$ cat src/rtl/nn_pkg.sv
// rtl/nn_pkg.sv - shared widths and state encoding for the nn output path
package nn_pkg;

    localparam int DATA_WIDTH     = 8;
    localparam int RES_WIDTH      = 19;
    localparam int DMA_ADDR_WIDTH = 6;
    localparam int CNT_WIDTH      = 10;

    typedef enum logic [1:0] {
        IDLE  = 2'd0,
        RUN   = 2'd1,
        FLUSH = 2'd2,
        DONE  = 2'd3
    } wr_state_t;

endpackage

$ cat src/rtl/nn_quant.sv
// rtl/nn_quant.sv - combinational shift / ReLU / saturate of a signed result to one byte
module nn_quant #(
    parameter int RES_WIDTH  = nn_pkg::RES_WIDTH,
    parameter int DATA_WIDTH = nn_pkg::DATA_WIDTH
) (
    input  logic [RES_WIDTH-1:0]  i_result,
    input  logic [3:0]            i_shift,
    input  logic                  i_relu,
    output logic [DATA_WIDTH-1:0] o_byte
);
    import nn_pkg::*;

    localparam logic signed [RES_WIDTH-1:0] SAT_MAX = RES_WIDTH'((1 << (DATA_WIDTH - 1)) - 1);
    localparam logic signed [RES_WIDTH-1:0] SAT_MIN = ~SAT_MAX;

    logic signed [RES_WIDTH-1:0] shifted;

    assign shifted = $signed(i_result) >>> i_shift;

    always_comb begin
        o_byte = shifted[DATA_WIDTH-1:0];
        if (i_relu && shifted[RES_WIDTH-1]) begin
            o_byte = '0;
        end else if (shifted > SAT_MAX) begin
            o_byte = SAT_MAX[DATA_WIDTH-1:0];
        end else if (shifted < SAT_MIN) begin
            o_byte = SAT_MIN[DATA_WIDTH-1:0];
        end
    end

endmodule

$ cat src/rtl/nn_out_wr.sv
// rtl/nn_out_wr.sv - output-side DMA writer: quantise PE results and pack two bytes per word
module nn_out_wr #(
    parameter int DATA_WIDTH     = nn_pkg::DATA_WIDTH,
    parameter int RES_WIDTH      = nn_pkg::RES_WIDTH,
    parameter int DMA_ADDR_WIDTH = nn_pkg::DMA_ADDR_WIDTH,
    parameter int CNT_WIDTH      = nn_pkg::CNT_WIDTH
) (
    input  logic                      i_clk,
    input  logic                      i_rst,
    input  logic                      i_start,
    input  logic [DMA_ADDR_WIDTH-1:0] i_base_addr,
    input  logic [CNT_WIDTH-1:0]      i_out_count,
    input  logic [3:0]                i_shift,
    input  logic                      i_relu,
    input  logic                      i_result_valid,
    input  logic [RES_WIDTH-1:0]      i_result,
    output logic                      o_result_ready,
    output logic                      o_dma_wr_en,
    output logic [DMA_ADDR_WIDTH-1:0] o_dma_wr_addr,
    output logic [2*DATA_WIDTH-1:0]   o_dma_wr_data,
    output logic                      o_busy,
    output logic                      o_done
);
    import nn_pkg::*;

    wr_state_t                 state;
    wr_state_t                 state_nxt;

    logic [DMA_ADDR_WIDTH-1:0] base_q;
    logic [CNT_WIDTH-1:0]      count_q;
    logic [3:0]                shift_q;
    logic                      relu_q;

    logic [CNT_WIDTH-1:0]      accepted;
    logic [DMA_ADDR_WIDTH-1:0] word_idx;
    logic [DATA_WIDTH-1:0]     pack_lo;
    logic [DATA_WIDTH-1:0]     q_byte;

    logic                      wr_en_q;
    logic [DMA_ADDR_WIDTH-1:0] wr_addr_q;
    logic [2*DATA_WIDTH-1:0]   wr_data_q;

    logic                      start_ok;
    logic                      accept;
    logic                      last_accept;
    logic                      wr_fire;
    logic                      flush_fire;

    nn_quant #(
        .RES_WIDTH  (RES_WIDTH),
        .DATA_WIDTH (DATA_WIDTH)
    ) u_quant (
        .i_result (i_result),
        .i_shift  (shift_q),
        .i_relu   (relu_q),
        .o_byte   (q_byte)
    );

    assign start_ok    = (state == IDLE) && i_start;
    assign accept      = o_result_ready && i_result_valid;
    assign last_accept = accept && (accepted == count_q - 1'b1);

    always_ff @(posedge i_clk or posedge i_rst) begin
        if (i_rst) begin
            state <= IDLE;
        end else begin
            state <= state_nxt;
        end
    end

    // Even counts stay in RUN one extra cycle so the final pair write lands before DONE.
    always_comb begin
        state_nxt = state;
        case (state)
            IDLE: begin
                if (i_start) begin
                    state_nxt = (i_out_count == '0) ? DONE : RUN;
                end
            end
            RUN: begin
                if (last_accept) begin
                    state_nxt = count_q[0] ? FLUSH : RUN;
                end else if (accepted == count_q) begin
                    state_nxt = DONE;
                end
            end
            FLUSH:   state_nxt = DONE;
            DONE:    state_nxt = IDLE;
            default: state_nxt = IDLE;
        endcase
    end

    always_comb begin
        o_busy         = (state != IDLE);
        o_done         = (state == DONE);
        o_result_ready = (state == RUN) && (accepted < count_q);
        wr_fire        = 1'b0;
        flush_fire     = (state == FLUSH);
        if (accept && accepted[0]) begin
            wr_fire = 1'b1;
        end
    end

    always_ff @(posedge i_clk or posedge i_rst) begin
        if (i_rst) begin
            base_q    <= '0;
            count_q   <= '0;
            shift_q   <= '0;
            relu_q    <= 1'b0;
            accepted  <= '0;
            word_idx  <= '0;
            pack_lo   <= '0;
            wr_en_q   <= 1'b0;
            wr_addr_q <= '0;
            wr_data_q <= '0;
        end else begin
            if (start_ok) begin
                base_q   <= i_base_addr;
                count_q  <= i_out_count;
                shift_q  <= i_shift;
                relu_q   <= i_relu;
                accepted <= '0;
                word_idx <= '0;
                pack_lo  <= '0;
            end
            if (accept) begin
                accepted <= accepted + 1'b1;
                if (!accepted[0]) begin
                    pack_lo <= q_byte;
                end
            end
            wr_en_q <= wr_fire || flush_fire;
            // Address and data only move on a write so they hold between strobes.
            if (wr_fire) begin
                wr_addr_q <= base_q + word_idx;
                wr_data_q <= {q_byte, pack_lo};
                word_idx  <= word_idx + 1'b1;
            end else if (flush_fire) begin
                wr_addr_q <= base_q + word_idx;
                wr_data_q <= {{DATA_WIDTH{1'b0}}, pack_lo};
                word_idx  <= word_idx + 1'b1;
            end
        end
    end

    assign o_dma_wr_en   = wr_en_q;
    assign o_dma_wr_addr = wr_addr_q;
    assign o_dma_wr_data = wr_data_q;

endmodule

$ cat config.mk
export PLATFORM = sky130hd
export DESIGN_NAME = nn_out_wr
export DESIGN_NICKNAME = d
export VERILOG_FILES = /design/src/rtl/nn_pkg.sv /design/src/rtl/nn_quant.sv /design/src/rtl/nn_out_wr.sv
export SDC_FILE = /design/constraint.sdc
export NUM_CORES = 1
export LEC_CHECK = 0
export CAP_MARGIN = 20
export CORE_UTILIZATION = 50
export CTS_CLUSTER_DIAMETER = 200
export DETAILED_ROUTE_END_ITERATION = 10
export PLACE_DENSITY = 0.75
export SLEW_MARGIN = 20
export SYNTH_ARGS = -nofsm -noshare
export SYNTH_HDL_FRONTEND = slang
export SYNTH_SLANG_ARGS = --single-unit
export TNS_END_PERCENT = 5
$ cat constraint.sdc
create_clock -name i_clk -period 3.9 [get_ports i_clk]
set_input_delay 0.585 -clock i_clk [delete_from_list [all_inputs] [get_ports i_clk]]
set_output_delay 0.585 -clock i_clk [all_outputs]
set_load 0.01 [all_outputs]
==> results of run 1 <==
[sequential cells by signal (all words and copies together) (netlist names)]
signal / cells
o_dma_wr_data: 16
accepted: 10
count_q: 10
pack_lo: 8
base_q: 6
o_dma_wr_addr: 6
word_idx: 6
shift_q: 4
state: 2
o_dma_wr_en: 1
relu_q: 1
[per-stage QoR]
stage / hold slack (ns) / std cells
global route: 0.494 / 698
global placement: 0.450 / 683
detailed placement: 0.457 / 683
finish: 0.469 / 698
floorplan: 0.446 / 526
CTS: 0.476 / 698
[power groups by stage]
stage / registers (W) / logic (W) / clock network (W)
6_report: 0.00133 / 0.00196 / 0.000569
3_3_place_gp: 0.00133 / 0.00190 / 0
3_5_place_dp: 0.00134 / 0.00195 / 0
5_1_grt: 0.00138 / 0.00217 / 0.000613
2_1_floorplan: 0.00123 / 0.00147 / 0
4_1_cts: 0.00133 / 0.00196 / 0.000581
[synthesized netlist by cell type (15+ instances only)]
library cell / n
clkbuf_1: 16
nand3_1: 17
o21ai_0: 42
ha_1: 18
a21oi_1: 19
inv_1: 25
nand2_1: 89
mux2_2: 15
xnor2_1: 15
mux2i_1: 15
nor2_1: 34
dfrtp_1: 70
[critical path, cell delays in order, from the launching register on]
cell and delay (ns):
dfrtp_1 0.48, ha_1 0.33, nand4_1 0.18, nor2_1 0.10
a211oi_1 0.38, o211a_1 0.23, clkdlybuf4s50_1 0.53
[kinds of logic (layout without fill, tap and decap cells)]
logic type               after synthesis  in the layout
buffers and inverters                 55            119
AND/OR/NAND/NOR                      197            197
flip-flops                            70             70
XOR/XNOR                              21             21
multiplexers                          39             39
AO/OA/AOI/OAI                        125            125
adder cells (fa/ha/maj)               19             19
[worst max-delay path by stage]
stage | from | end | slack (ns) | cells after the start
global placement | i_result[15] | pack_lo[3] | 0.80 | 7
finish | accepted[8] | o_result_ready | 0.74 | 6
detailed placement | i_result[18] | pack_lo[4] | 0.75 | 8
floorplan | count_q[3] | o_dma_wr_addr[2] | 1.43 | 12
global route | count_q[7] | o_result_ready | 0.63 | 7
CTS | accepted[8] | o_result_ready | 0.76 | 6
[metal layers]
layer	up-vias	global-route usage (%)	routed length [um]
met1	1962	33.5	5240
li1	1992	-	-
met2	115	38.8	5160
met4	0	6.08	105
met5	-	0	0
met3	11	5.67	536
[area by class of cell]
cell class	count	area (sq um)
Tap cell	108	135
Clock inverter	6	63.8
Inverter	27	103
Sequential cell	70	1750
Timing Repair Buffer	77	751
Multi-Input combinational cell	401	2720
Fill cell	733	3240
Clock buffer	9	124
==> results.cfg, run 1 <==
[status]
status = completed

[sta]
finalCritPeriodShare_pct = 81.1
tightest_slew_ns = 0.913
rsz0062_at_grt = no
maxSlewViolCount = 0
fin_worst_skew_ns = 0.0112
tns_ns = 0
setup_viol = 0
timing.slew.headroom_pct = 39.1
fin_ws_ns = 0.736
fin_crit_ns = 3.16
hold_viol = 0
clock.fmax_ghz = 0.316

[route]
remaining_drc_errors = 0
first_pass_iters = 4
ant_nets = 0
wl_per_cell_um = 15.8
dr.first_iter.drc_count = 241
dr_total_vias = 4080
viasPerCell = 5.85
wirelength_mm = 11.0

[cts]
cts_hold_buf = 0
cts_tree = built
clock_latency_ns = 0.35
path_clk_slew_ns = 0.08
post_cts_buffers = 0
cts_sinks = 70
cts.path.max_buffers = 2
cts_resized = 0
h-tree-depth = 3
cts_buffers = 9
root_buffer = clkbuf_8

[finish]
layout_commonest_cell = nand2_1
antenna_cells = 0
final_cell_mix = nand2_1 (89), dfrtp_1 (70), clkdlybuf4s50_1 (69)
drive_above_1_share_pct = 9.32
syn_to_final_growth_pct = 20.3
fin_nets = 649
final_util_pct = 63.5
final_area_sq_mm = 0.00565

[power_and_ir_drop]
pwr-share-comb_pct = 50.9
intPower_w = 0.00227
p_per_area_mw_per_mm2 = 684
swShare_pct = 41.1
irDropWorstVdd_v = 0.000520
p_switching_w = 0.00159
p_seq_share_pct = 34.4
power.leakage_nw = 2.49
p_clk_share_pct = 14.7
p_total_w = 0.00386

[synth]
yosysTopAreaCell = dfrtp_1
ys.flop_type = dfrtp_1
muxShareOfSynthArea_pct = 11.1
synthCells = 526
synth_nets = 589
ys_ff_latch = 70
ys_seq_area_share_pct = 37.3
synthAdderAreaFrac_pct = 5.23
synthArstFlopShare_pct = 100
syn_area_per_cell_sq_um = 8.92
synth_area_sq_mm = 0.00469
synth_area_leaders = dfrtp_1 (37%), nand2_1 (7.1%), ha_1 (4.8%)
synthSimpleGateAreaFrac_pct = 19.7
synth_top_family_by_area = simple AND/OR/NAND/NOR gates
synth_xor_xnor_area_share_pct = 3.92
synth_compound_area_share_pct = 17.9
yosysUniqueCellTypes = 60
synth_top_area_share_pct = 37.3
ys_warn_count = 0
synth-edff-count = 0

[placement]
pre_cts_slack_ns = 0.747
dp_hpwl_mm = 8.34
dpl_cell_area_sq_mm = 0.00546
io_buffers = 69
gp_congestion = 0.983

[hold_path]
min_to = o_dma_wr_data[4]
hold_class = flip-flop to flip-flop
hold_depth = 2
min_from = o_dma_wr_data[4]

[critical_path]
crit_type = flip-flop to output pin
timing.rr.start = shift_q[1]
rr_worst_depth = 8
worstPathArrival_ns = 2.58
cp_data_required_time_ns = 3.31
critical_path.endpoint_type = output pin
cp-start-kind = flip-flop
path_max_fanout = 8
reg2reg_slack_ns = 0.83
r2r-end = pack_lo[4]

[floorplanning]
dieArea_sq_mm = 0.00978
ioPinCount = 70
start_util_pct = 52.8
die_h_um = 98.9
dieWidth_um = 98.9
core_area_sq_mm = 0.00889
placementRows = 34

[global_routing]
grt.overflow.total = 0
grt_pass1_wl_mm = 19.1
grt_pass1_vias = 3946
grtUsageTotal_pct = 24.4
grt_start_max_net_pins = 51
antenna_found_initial = 0

[flow_run]
drv_cap = 0
Power figures use the tool's default switching activity.
==> run 2: changes to the inputs <==
- clock period: 3.9 -> 3 ns (I/O delays scaled with it)
==> run 2 against run 1 <==
First-iteration DRC count increased by 19%. Clock power rose by 41%. Setup slack worse by 0.62 ns. Critical path type unchanged. Largest cell class unchanged. Highest routed layer unchanged.
==> results.cfg, run 2 (synthesis gave the netlist of run 1 again) <==
[cts]
cts_hold_buf = 0
clock_latency_ns = 0.36
cts.path.max_buffers = 2
root_buffer = clkbuf_8
cts_buffers = 9
cts_sinks = 70
cts_tree = built
path_clk_slew_ns = 0.09
h-tree-depth = 3

[flow_run]
drv_cap = 0

[power_and_ir_drop]
intPower_w = 0.00306
p_seq_share_pct = 31.7
irDropWorstVdd_v = 0.000390
p_switching_w = 0.00216
power.leakage_nw = 2.58
pwr-share-comb_pct = 52.9
p_per_area_mw_per_mm2 = 900
swShare_pct = 41.4
p_clk_share_pct = 15.4

[finish]
num-fill-cells = 718
fin_nets = 665
layout_commonest_cell = nand2_1
syn_to_final_growth_pct = 23.7
largest_register_ffs = 16
drive_above_1_share_pct = 12.5
final_util_pct = 65.3
final_cell_mix = nand2_1 (89), clkdlybuf4s50_1 (69), dfrtp_1 (68)
antenna_cells = 0

[floorplanning]
die_h_um = 98.9
dieArea_sq_mm = 0.00978
start_util_pct = 52.8
ioPinCount = 70
dieWidth_um = 98.9
core_area_sq_mm = 0.00889
placementRows = 34

[global_routing]
grt_start_max_net_pins = 71
grt.overflow.total = 0
grtUsageTotal_pct = 25.2
grt_pass1_vias = 4064
antenna_found_initial = 0
grt_pass1_wl_mm = 19.5

[sta]
finalCritPeriodShare_pct = 96.0
tightest_slew_ns = 0.652
fin_crit_ns = 2.88
maxSlewViolCount = 0
rsz0062_at_grt = no
timing.slew.headroom_pct = 56.6
hold_viol = 0
setup_viol = 0
clock.fmax_ghz = 0.347
fin_worst_skew_ns = 0.0134
tns_ns = 0
hold_ws_ns = 0.471

[route]
ant_nets = 0
dr_total_vias = 4169
viasPerCell = 5.83
wl_per_cell_um = 16.2
dr.first_iter.drc_count = 286
first_pass_iters = 4
wirelength_mm = 11.6
remaining_drc_errors = 0

[critical_path]
cp_data_required_time_ns = 2.55
crit_buf_inv = 1
crit_top_cell = a21o_1
cpMaxStageDelayCell = clkdlybuf4s50_1
critical_path.endpoint_type = output pin
path_max_fanout = 6
max_stage_delay_ns = 0.54
worstPathArrival_ns = 2.43
cp-start-kind = flip-flop
cp_cell_sequence = ha_1 > a21o_1 > a21o_1 > a21oi_2 > o211a_1 > clkdlybuf4s50_1
crit_type = flip-flop to output pin
path_delay_family = compound AO/OA/AOI/OAI gates

[hold_path]
hold_class = flip-flop to flip-flop

[placement]
gp_congestion = 0.924
dp_hpwl_mm = 8.61
io_buffers = 69

[status]
status = completed
==> run 2: final timing paths <==
kind,startpoint,cells after the start,endpoint,slack [ns]
worst max-delay path,accepted[3],6,o_result_ready,0.12
worst min-delay path,o_dma_wr_addr[0],2,o_dma_wr_addr[0],0.47
worst max register to register,shift_q[1],6,pack_lo[4],0.25
worst min register to register,o_dma_wr_addr[0],2,o_dma_wr_addr[0],0.47
max in group asynchronous,i_rst,3,accepted[8],2.21
min in group asynchronous,i_rst,3,o_dma_wr_addr[2],0.48
==> run 2: area by class of cell <==
type | instances | area [sq um] | share of cell area [%]
Multi-Input combinational cell | 401 | 2730 | 47.0
Timing Repair Buffer | 93 | 883 | 15.2
Sequential cell | 70 | 1750 | 30.2
Clock inverter | 7 | 80.1 | 1.38
Inverter | 27 | 101 | 1.75
Clock buffer | 9 | 124 | 2.13
Tap cell | 108 | 135 | 2.33
==> run 2: power groups by stage <==
stage	registers [W]	clock network [W]	logic, W
after global routing	0.00171	0.000853	0.00304
after floorplan	0.00160	0	0.00191
final	0.00166	0.000804	0.00276
after detailed placement	0.00168	0	0.00269
after CTS	0.00166	0.000814	0.00272
after global placement	0.00166	0	0.00263
==> run 2: per-layer routing <==
layer | track usage, % | part of all wire (%) | vias to the layer above
li1 | - | - | 2021
met1 | 34.6 | 46 | 2003
met2 | 40.6 | 47 | 126
met3 | 4.89 | 5.4 | 19
met4 | 7.35 | 1.6 | 0
met5 | 0 | 0 | -
==> run 2: repair_timing <==
action                     in CTS  in global routing
buffers inserted                0                  3
pin swaps                       0                  1
setup endpoints to repair       1                  1
resized for setup               2                  3
gates cloned                    0                  0
==> run 2: worst register-to-register path: stages, from the launching register on <==
cell and delay (ns):
dfrtp_1 0.59, mux2_2 0.44, mux4_2 0.52, o41ai_2 0.37, a41oi_2 0.26, o21bai_1 0.26
a22o_1 0.22
==> run 2: stage by stage <==
stage	cells	instance area (sq um)	setup WS (ns)	total power [W]
after floorplan	526	4690	0.525	0.00351
after global placement	696	5570	0.0640	0.00429
after detailed placement	696	5570	0.00172	0.00437
after CTS	712	5780	0.0261	0.00519
after global routing	715	5810	0.00834	0.00561
final	715	5810	0.120	0.00522
